**src/rtl/note_player_pkg.sv**
```systemverilog
// note_player_pkg: shared widths and player state encoding for the note player
package note_player_pkg;
   localparam int NOTE_W_DEF     = 6;
   localparam int DUR_W_DEF      = 6;
   localparam int AMP_W_DEF      = 3;
   localparam int FIFO_DEPTH_DEF = 2;
   typedef enum logic [1:0] {
      IDLE    = 2'd0,
      PLAYING = 2'd1,
      FINISH  = 2'd2
   } player_state_t;
endpackage

```
**src/rtl/note_player_fifo.sv**
```systemverilog
// note_fifo: small circular queue of packed note records, head visible without a pop
module note_fifo #(
   parameter int W = 15,
   parameter int DEPTH = 2,
   localparam int CW = $clog2(DEPTH + 1),
   localparam int PW = (DEPTH > 1) ? $clog2(DEPTH) : 1
) (
   input  logic          clk,
   input  logic          reset,
   input  logic          push,
   input  logic          pop,
   input  logic [W-1:0]  din,
   output logic [W-1:0]  dout,
   output logic          full,
   output logic          empty,
   output logic [CW-1:0] count
);
   logic [W-1:0]  mem [DEPTH];
   logic [PW-1:0] wr_ptr, rd_ptr;
   logic          do_push, do_pop;
   function automatic logic [PW-1:0] inc(input logic [PW-1:0] p);
      return (p == PW'(DEPTH - 1)) ? '0 : p + PW'(1);
   endfunction
   assign full    = count == CW'(DEPTH);
   assign empty   = count == '0;
   assign do_push = push && !full;
   assign do_pop  = pop && !empty;
   assign dout    = mem[rd_ptr];
   // pointer and occupancy bookkeeping; a push while full is dropped even if a pop frees a slot
   always_ff @(posedge clk or negedge reset) begin
      if (!reset) begin
         wr_ptr <= '0;
         rd_ptr <= '0;
         count  <= '0;
      end else begin
         wr_ptr <= do_push ? inc(wr_ptr) : wr_ptr;
         rd_ptr <= do_pop ? inc(rd_ptr) : rd_ptr;
         count  <= count + CW'(do_push) - CW'(do_pop);
      end
   end
   // storage needs no reset: entries are only read after being written
   always_ff @(posedge clk) begin
      if (do_push) mem[wr_ptr] <= din;
   end
endmodule

```
**src/rtl/note_player.sv**
```systemverilog
// note_player: queues notes from the song reader and plays each for its beat count
module note_player
   import note_player_pkg::*;
#(
   parameter int NOTE_W = NOTE_W_DEF,
   parameter int DUR_W = DUR_W_DEF,
   parameter int AMP_W = AMP_W_DEF,
   parameter int FIFO_DEPTH = FIFO_DEPTH_DEF
) (
   input  logic              clk,
   input  logic              reset,
   input  logic              play_enable,
   input  logic              load_new_note,
   input  logic [NOTE_W-1:0] note_to_load,
   input  logic [DUR_W-1:0]  duration_to_load,
   input  logic [AMP_W-1:0]  amplitude_to_load,
   input  logic              beat,
   output logic              load_ready,
   output logic              new_note,
   output logic [NOTE_W-1:0] note_out,
   output logic [DUR_W-1:0]  duration_out,
   output logic [AMP_W-1:0]  amplitude_out,
   output logic              note_done,
   output logic              busy
);
   localparam int FW = NOTE_W + DUR_W + AMP_W;
   localparam int CW = $clog2(FIFO_DEPTH + 1);
   player_state_t     state, next_state;
   logic              pop, fifo_full, fifo_empty;
   logic [CW-1:0]     fifo_count;
   logic [FW-1:0]     head;
   logic [NOTE_W-1:0] head_note;
   logic [DUR_W-1:0]  head_dur;
   logic [AMP_W-1:0]  head_amp;
   logic [DUR_W-1:0]  remaining;
   assign {head_note, head_dur, head_amp} = head;
   assign load_ready = fifo_count < CW'(FIFO_DEPTH);
   note_fifo #(.W(FW), .DEPTH(FIFO_DEPTH)) u_fifo (
      .clk   (clk),
      .reset (reset),
      .push  (load_new_note && !fifo_full),
      .pop   (pop),
      .din   ({note_to_load, duration_to_load, amplitude_to_load}),
      .dout  (head),
      .full  (fifo_full),
      .empty (fifo_empty),
      .count (fifo_count)
   );
   // player state register
   always_ff @(posedge clk or negedge reset) begin
      if (!reset) state <= IDLE;
      else state <= next_state;
   end
   // next state: pause freezes PLAYING; a zero-length note finishes without a beat
   always_comb begin
      next_state = state;
      unique case (state)
         IDLE:    next_state = (!fifo_empty && play_enable) ? PLAYING : IDLE;
         PLAYING: next_state = (play_enable && (remaining == '0 || (beat && remaining == DUR_W'(1)))) ? FINISH : PLAYING;
         FINISH:  next_state = IDLE;
         default: next_state = IDLE;
      endcase
   end
   // pop the head only when idle and playback is enabled
   always_comb begin
      pop = (state == IDLE) && !fifo_empty && play_enable;
   end
   // registered outputs and beat countdown; rests are timed but silent
   always_ff @(posedge clk or negedge reset) begin
      if (!reset) begin
         new_note      <= 1'b0;
         note_done     <= 1'b0;
         busy          <= 1'b0;
         note_out      <= '0;
         duration_out  <= '0;
         amplitude_out <= '0;
         remaining     <= '0;
      end else begin
         new_note  <= pop;
         note_done <= next_state == FINISH;
         busy      <= next_state != IDLE;
         if (pop) begin
            note_out      <= head_note;
            duration_out  <= head_dur;
            amplitude_out <= (head_note == '0) ? '0 : head_amp;
            remaining     <= head_dur;
         end else if (state == PLAYING && play_enable && beat && remaining != '0) begin
            remaining <= remaining - DUR_W'(1);
         end
      end
   end
endmodule

```
**config.mk**
```make
export PLATFORM = sky130hd
export DESIGN_NAME = note_player
export DESIGN_NICKNAME = d
export VERILOG_FILES = /design/src/rtl/note_player_pkg.sv /design/src/rtl/note_player_fifo.sv /design/src/rtl/note_player.sv
export SDC_FILE = /design/constraint.sdc
export NUM_CORES = 1
export LEC_CHECK = 0
export ABC_CLOCK_PERIOD_IN_PS = 6350
export CAP_MARGIN = 20
export CORE_MARGIN = 10
export CORE_UTILIZATION = 53
export CTS_CLUSTER_DIAMETER = 30
export CTS_CLUSTER_SIZE = 40
export DETAILED_ROUTE_END_ITERATION = 12
export PLACE_DENSITY = 0.91
export SLEW_MARGIN = 15
export SYNTH_ARGS = -nofsm -noshare
export SYNTH_HDL_FRONTEND = slang
export SYNTH_SLANG_ARGS = --single-unit
```
**constraint.sdc**
```tcl
create_clock -name clk -period 6.35 [get_ports clk]
set_clock_uncertainty 0.2 [all_clocks]
set_input_delay 1.905 -clock clk [delete_from_list [all_inputs] [get_ports clk]]
set_output_delay 1.905 -clock clk [all_outputs]
set_load 0.01 [all_outputs]
```
Word-level counts from Yosys, hierarchy flattened
Memory sizes are Yosys's and may differ from the RTL's. Cells that the tools add are included.

Register bits after elaboration: 30. RAM bits: 30. Bits of input ports: 20. Output and inout port bits: 19. Logic and storage cells: 53. Memories: 1.

Memories: u_fifo.mem (depth 2, width 15, read ports 1, clocked after Yosys merged registers in 0, wr ports 1, RTL line note_player_fifo.sv:18) `logic [W-1:0] mem [DEPTH];`.

Add/sub/neg operators: 5. Magnitude comparators: 1. Eq/ne operators: 4. Multiplexer cells: 10. Reduce and logical (&&, ||, !) cells: 21.

Operator list (number): 6-bit logical NOT (2); 6-bit two-way mux (2); 1-bit logical AND (11); 6-bit by 1-bit equality test with 1-bit output (second input constant) (1); 6-bit nonzero test (1); 6-bit by 1-bit subtractor with 6-bit output (second input constant) (1); 1-bit two-way mux (5); 2-bit equality test (second input constant) (2); 2-bit logical NOT (2); 2-bit case mux with 2 select lines (1); 2-bit nonzero test (2); 3-bit two-way mux (1); 1-bit adder (second input constant) (2); 2-bit by 1-bit adder with 2-bit output (1); 2-bit by 1-bit equality test with 1-bit output (second input constant) (1); 1-bit logical NOT (2); 2-bit less-than comparator (second input constant) (1); 2-bit two-way mux (1); 2-bit by 1-bit subtractor with 2-bit output (1); 1-bit logical OR (1).

Longest topological paths before layout
Word-level depth: 7. Gate-level depth with buffers: 11. Depth with buffers taken out: 8.

Hierarchy
A second synthesis with hierarchy kept.

Cell total of the unflattened synthesis: 182. Area total of the unflattened synthesis: 2529.9 um^2.

By module, submodules not included: note_fifo (times used 1, cells an instance 65, area an instance 1335.0 um^2, sequential area each 1001.0 um^2); note_player (times used 1, cells an instance 117, area an instance 1194.9 um^2, sequential area each 650.6 um^2).

Worst setup path before layout
OpenSTA, ideal clock, no wires.

Path kind: input port to flip-flop. Start: input port play_enable. End: register u_fifo.count[1]. Setup time: 0.080 ns. Arrival time: 3.354 ns. Data required time: 6.070 ns. Slack: 2.716 ns. Stages: 11. Path buffers: 3. Cell sequence: o21ai_1 or3_1 clkbuf_1 buf_6 buf_6 inv_1 ha_1 inv_1 ha_1 xnor2_1 xnor2_1.

Longest elaborated chain between the ends: 3.

Ends and longest elaborated chain: start: declaration (RTL line note_player.sv:12) `input logic play_enable,`; 1-bit logical AND (RTL line note_player.sv:66) `pop = (state == IDLE) && !fifo_empty && play_enable;`; 1-bit logical AND (RTL line note_player_fifo.sv:27) `assign do_pop = pop && !empty;`; via u_fifo.do_pop (RTL line note_player_fifo.sv:20) `logic do_push, do_pop;`; 2-bit by 1-bit subtractor with 2-bit output (RTL line note_player_fifo.sv:38) `count <= count + CW'(do_push) - CW'(do_pop);`; end signal: assignment (RTL line note_player_fifo.sv:38); end: declaration (RTL line note_player_fifo.sv:16) `output logic [CW-1:0] count`.

The timed path passes the listed nets, and every way through them passes these cells. A chain may end at the register's enable or synchronous reset.

Worst setup path after layout
Ends and elaborated chain as after synthesis.

==> metrics.txt <==
outcome=completed; Post-synth EDFFs=30; Startpoint Class=input port; layout net count=246; Max Fanout on Critical Path=19; Iteration-0 DRC Markers=117; ys flop type=edfxtp_1; largest family of logic cells by synthesized area=compound AO/OA/AOI/OAI gates; Routed WL=4602 um; Cell Count, Final, Fillers Out=278; total core area=0.004444 mm^2; clock tree buffer depth=2; Post-Synth XOR/XNOR Area=3.179%; hold_ws=0.2841 ns; vias in the first global route=1,609; worst-skew pair later-pin latency=0.34 ns; remaining antenna violation count after routing=0; first-pass GRT wire length=7555 um; switching share of power=32.69%; DP Wirelength=3409 um; Clock power frac=22.6%; f_max=242.1 MHz; antenna violations before repair=0; placed insts=262; htree depth=3; complex-gate fraction of the synthesized area=10.34%; area of the multi-input gates=744.5 um^2; routability congestion estimate from global placement=0.7818; Post-CTS Setup Bufs=0; Die Ht=88.41 um; async set or reset register ratio after synthesis=50.00%; ANT cells=0; CTS tree=yes; IO buf count=38; Synth Area in Simple Gates=9.939%; Netlist Area Pre-Place=0.002480 mm^2; Starting Density=55.80%; VDD IR max=0.2679 mV; vias per cell=5.299; final period utilization=65.04%; Final TNS setup=0 ns; cts bufs inserted=9; P_sw=0.0004601 W; setup violators final=0; P&R area growth vs syn=24.37%; Seq. cell area=0.001652 mm^2; arrival time at the worst endpoint=4.19 ns; Synth Area per Inst=14.17 um^2; cts hold-fix bufs=0; gr usage total=13.15%; static leakage=1.226 nW; crit path kind=in2reg; Warnings, synthesis=0; share of cells above drive strength 1=12.83%; DIE AREA=0.007815 mm^2; combinational power share=30.8%; clk slew on worst S/H paths=0.06 ns; number of core rows=24; CP required=6.41 ns; I/O pin total=39; CTS root buffer=clkbuf_8; max-cap violations=0; sequential area share after synthesis=66.60%; Yosys cell types=35; routed len/inst=16.55 um; Pre-antenna DRT Iters=4; mux cell area share after synthesis=4.036%; pwr dens=456.4 mW/mm^2; type of the tightest min-delay check=reg2reg; max-slew violations=0; share of power burned in registers=46.6%; syn nets=200; Yosys reg bits=60; largest net degree at the start of global routing=31; DRC Markers=0; Worst-Margin Slew=1.034 ns; RSZ-0062 raised after global routing=false; Post-Synth Adder-Cell Area=2.523%; CTS Sinks=60; chip width=88.41 um; gr ovfl total=0; CTS resizes=0; via count=1,473; max_slew headroom=31.07%; Post-Synthesis Cells=175; Crit. End Element=flip-flop; Final Hold Vio Count=0; Tmin final=4.130 ns; FILL cells=316; Pint=0.0009476 W
## per-layer routing
layer	vias up	track usage [%]	wire length, um
met2	32	22.17	2449
li1	713	-	-
met5	-	0	0
met3	13	3.676	165
met4	0	10.28	150
met1	715	13.61	1836
## cell type report
class / count / area share (%)
Multi-Input combinational cell: 99 / 24.14
Sequential cell: 60 / 53.55
Inverter: 10 / 1.217
Tap cell: 52 / 2.110
Clock buffer: 10 / 4.138
Timing Repair Buffer: 41 / 13.06
Clock inverter: 6 / 1.785
## cells by family after synthesis
kind of cell               Yosys count
AOI/OAI and AO/OA                   31
adders and majority gates            5
buffers and inverters               16
muxes                               10
DFF                                 60
xor gates and xnor gates             9
and+or+nand+nor                     44
## cell usage in the layout, fill, tap and decap left out, types with 2 or more instances in the layout
cell type,instances
nand3_1,3
a211oi_1,2
edfxtp_1,30
nor3_1,3
o21ai_0,10
clkinv_1,3
nor2b_1,4
or2_2,2
nor2_1,14
buf_4,3
dfrtp_1,30
clkinv_2,2
clkdlybuf4s50_1,38
nand2_1,10
a211oi_2,4
clkbuf_8,9
nor4_1,2
ha_1,5
inv_1,9
a21oi_1,5
xnor2_1,9
a21o_1,3
mux2i_1,10
## power groups by stage
stage	sequential [W]	clock, W	combinational, W
after global routing	0.000674	0.000345	0.000479
after CTS	0.000657	0.000324	0.000443
after global placement	0.000659	0	0.000419
after floorplan	0.000642	0	0.000270
final	0.000656	0.000317	0.000434
after detailed placement	0.000665	0	0.000441
## critical path: stages
cell and delay [ns]:
clkdlybuf4s50_1 0.54, o21ai_1 0.11, or3_1 0.55, buf_4 0.31
inv_1 0.07, ha_1 0.22, inv_1 0.05, ha_1 0.15
xnor2_1 0.13, xnor2_1 0.13
## synth_stat cells (2+ instances only)
cell / n / area [um^2]
nor3_1: 3 / 15.01
a211oi_1: 2 / 15.01
xnor2_1: 9 / 78.83
or2_2: 2 / 12.51
o21ai_0: 10 / 50.05
nor2b_1: 4 / 25.02
dfrtp_1: 30 / 750.7
buf_6: 3 / 33.78
inv_1: 9 / 33.78
mux2i_1: 10 / 100.1
nand2_1: 10 / 37.54
clkbuf_1: 2 / 7.510
a21o_1: 3 / 22.52
nor4_1: 2 / 12.51
a211oi_2: 4 / 50.05
edfxtp_1: 30 / 900.9
nor2_1: 14 / 52.55
a21oi_1: 5 / 25.02
ha_1: 5 / 62.56
nand3_1: 3 / 15.01
## through the flow
stage          area (um^2)  power [W]  util [%]  setup slack, ns
3_3_place_gp          2902   0.001077     65.29            1.955
2_1_floorplan         2480  0.0009121         -            2.716
3_5_place_dp          2902   0.001105     65.29            1.867
4_1_cts               3084   0.001424     69.40            2.216
5_1_grt               3084   0.001497     69.40            2.060
6_report              3084   0.001408     69.40            2.220
## final timing paths
check	startpoint	cells after the start	slack (ns)	endpoint
max in group asynchronous	reset	2	3.92	remaining[1]$_DFFE_PN0P_
worst max-delay path	play_enable	10	2.22	u_fifo.count[1]$_DFF_PN0_
worst min register to register	duration_out[1]$_DFFE_PN0N_	1	0.28	duration_out[1]$_DFFE_PN0N_
worst min-delay path	duration_out[1]$_DFFE_PN0N_	1	0.28	duration_out[1]$_DFFE_PN0N_
worst max register to register	u_fifo.count[1]$_DFF_PN0_	9	3.82	u_fifo.count[1]$_DFF_PN0_
min in group asynchronous	reset	2	1.74	duration_out[2]$_DFFE_PN0N_
## sequential cells by signal, summed over array words and instances, names as in the netlist
name and count:
note_out 6, u_fifo.mem 30, busy 1, remaining 6, u_fifo.wr_ptr 1, note_done 1
amplitude_out 3, duration_out 6, u_fifo.rd_ptr 1, u_fifo.count 2, state 2, new_note 1
Power figures use the tool's default switching activity.
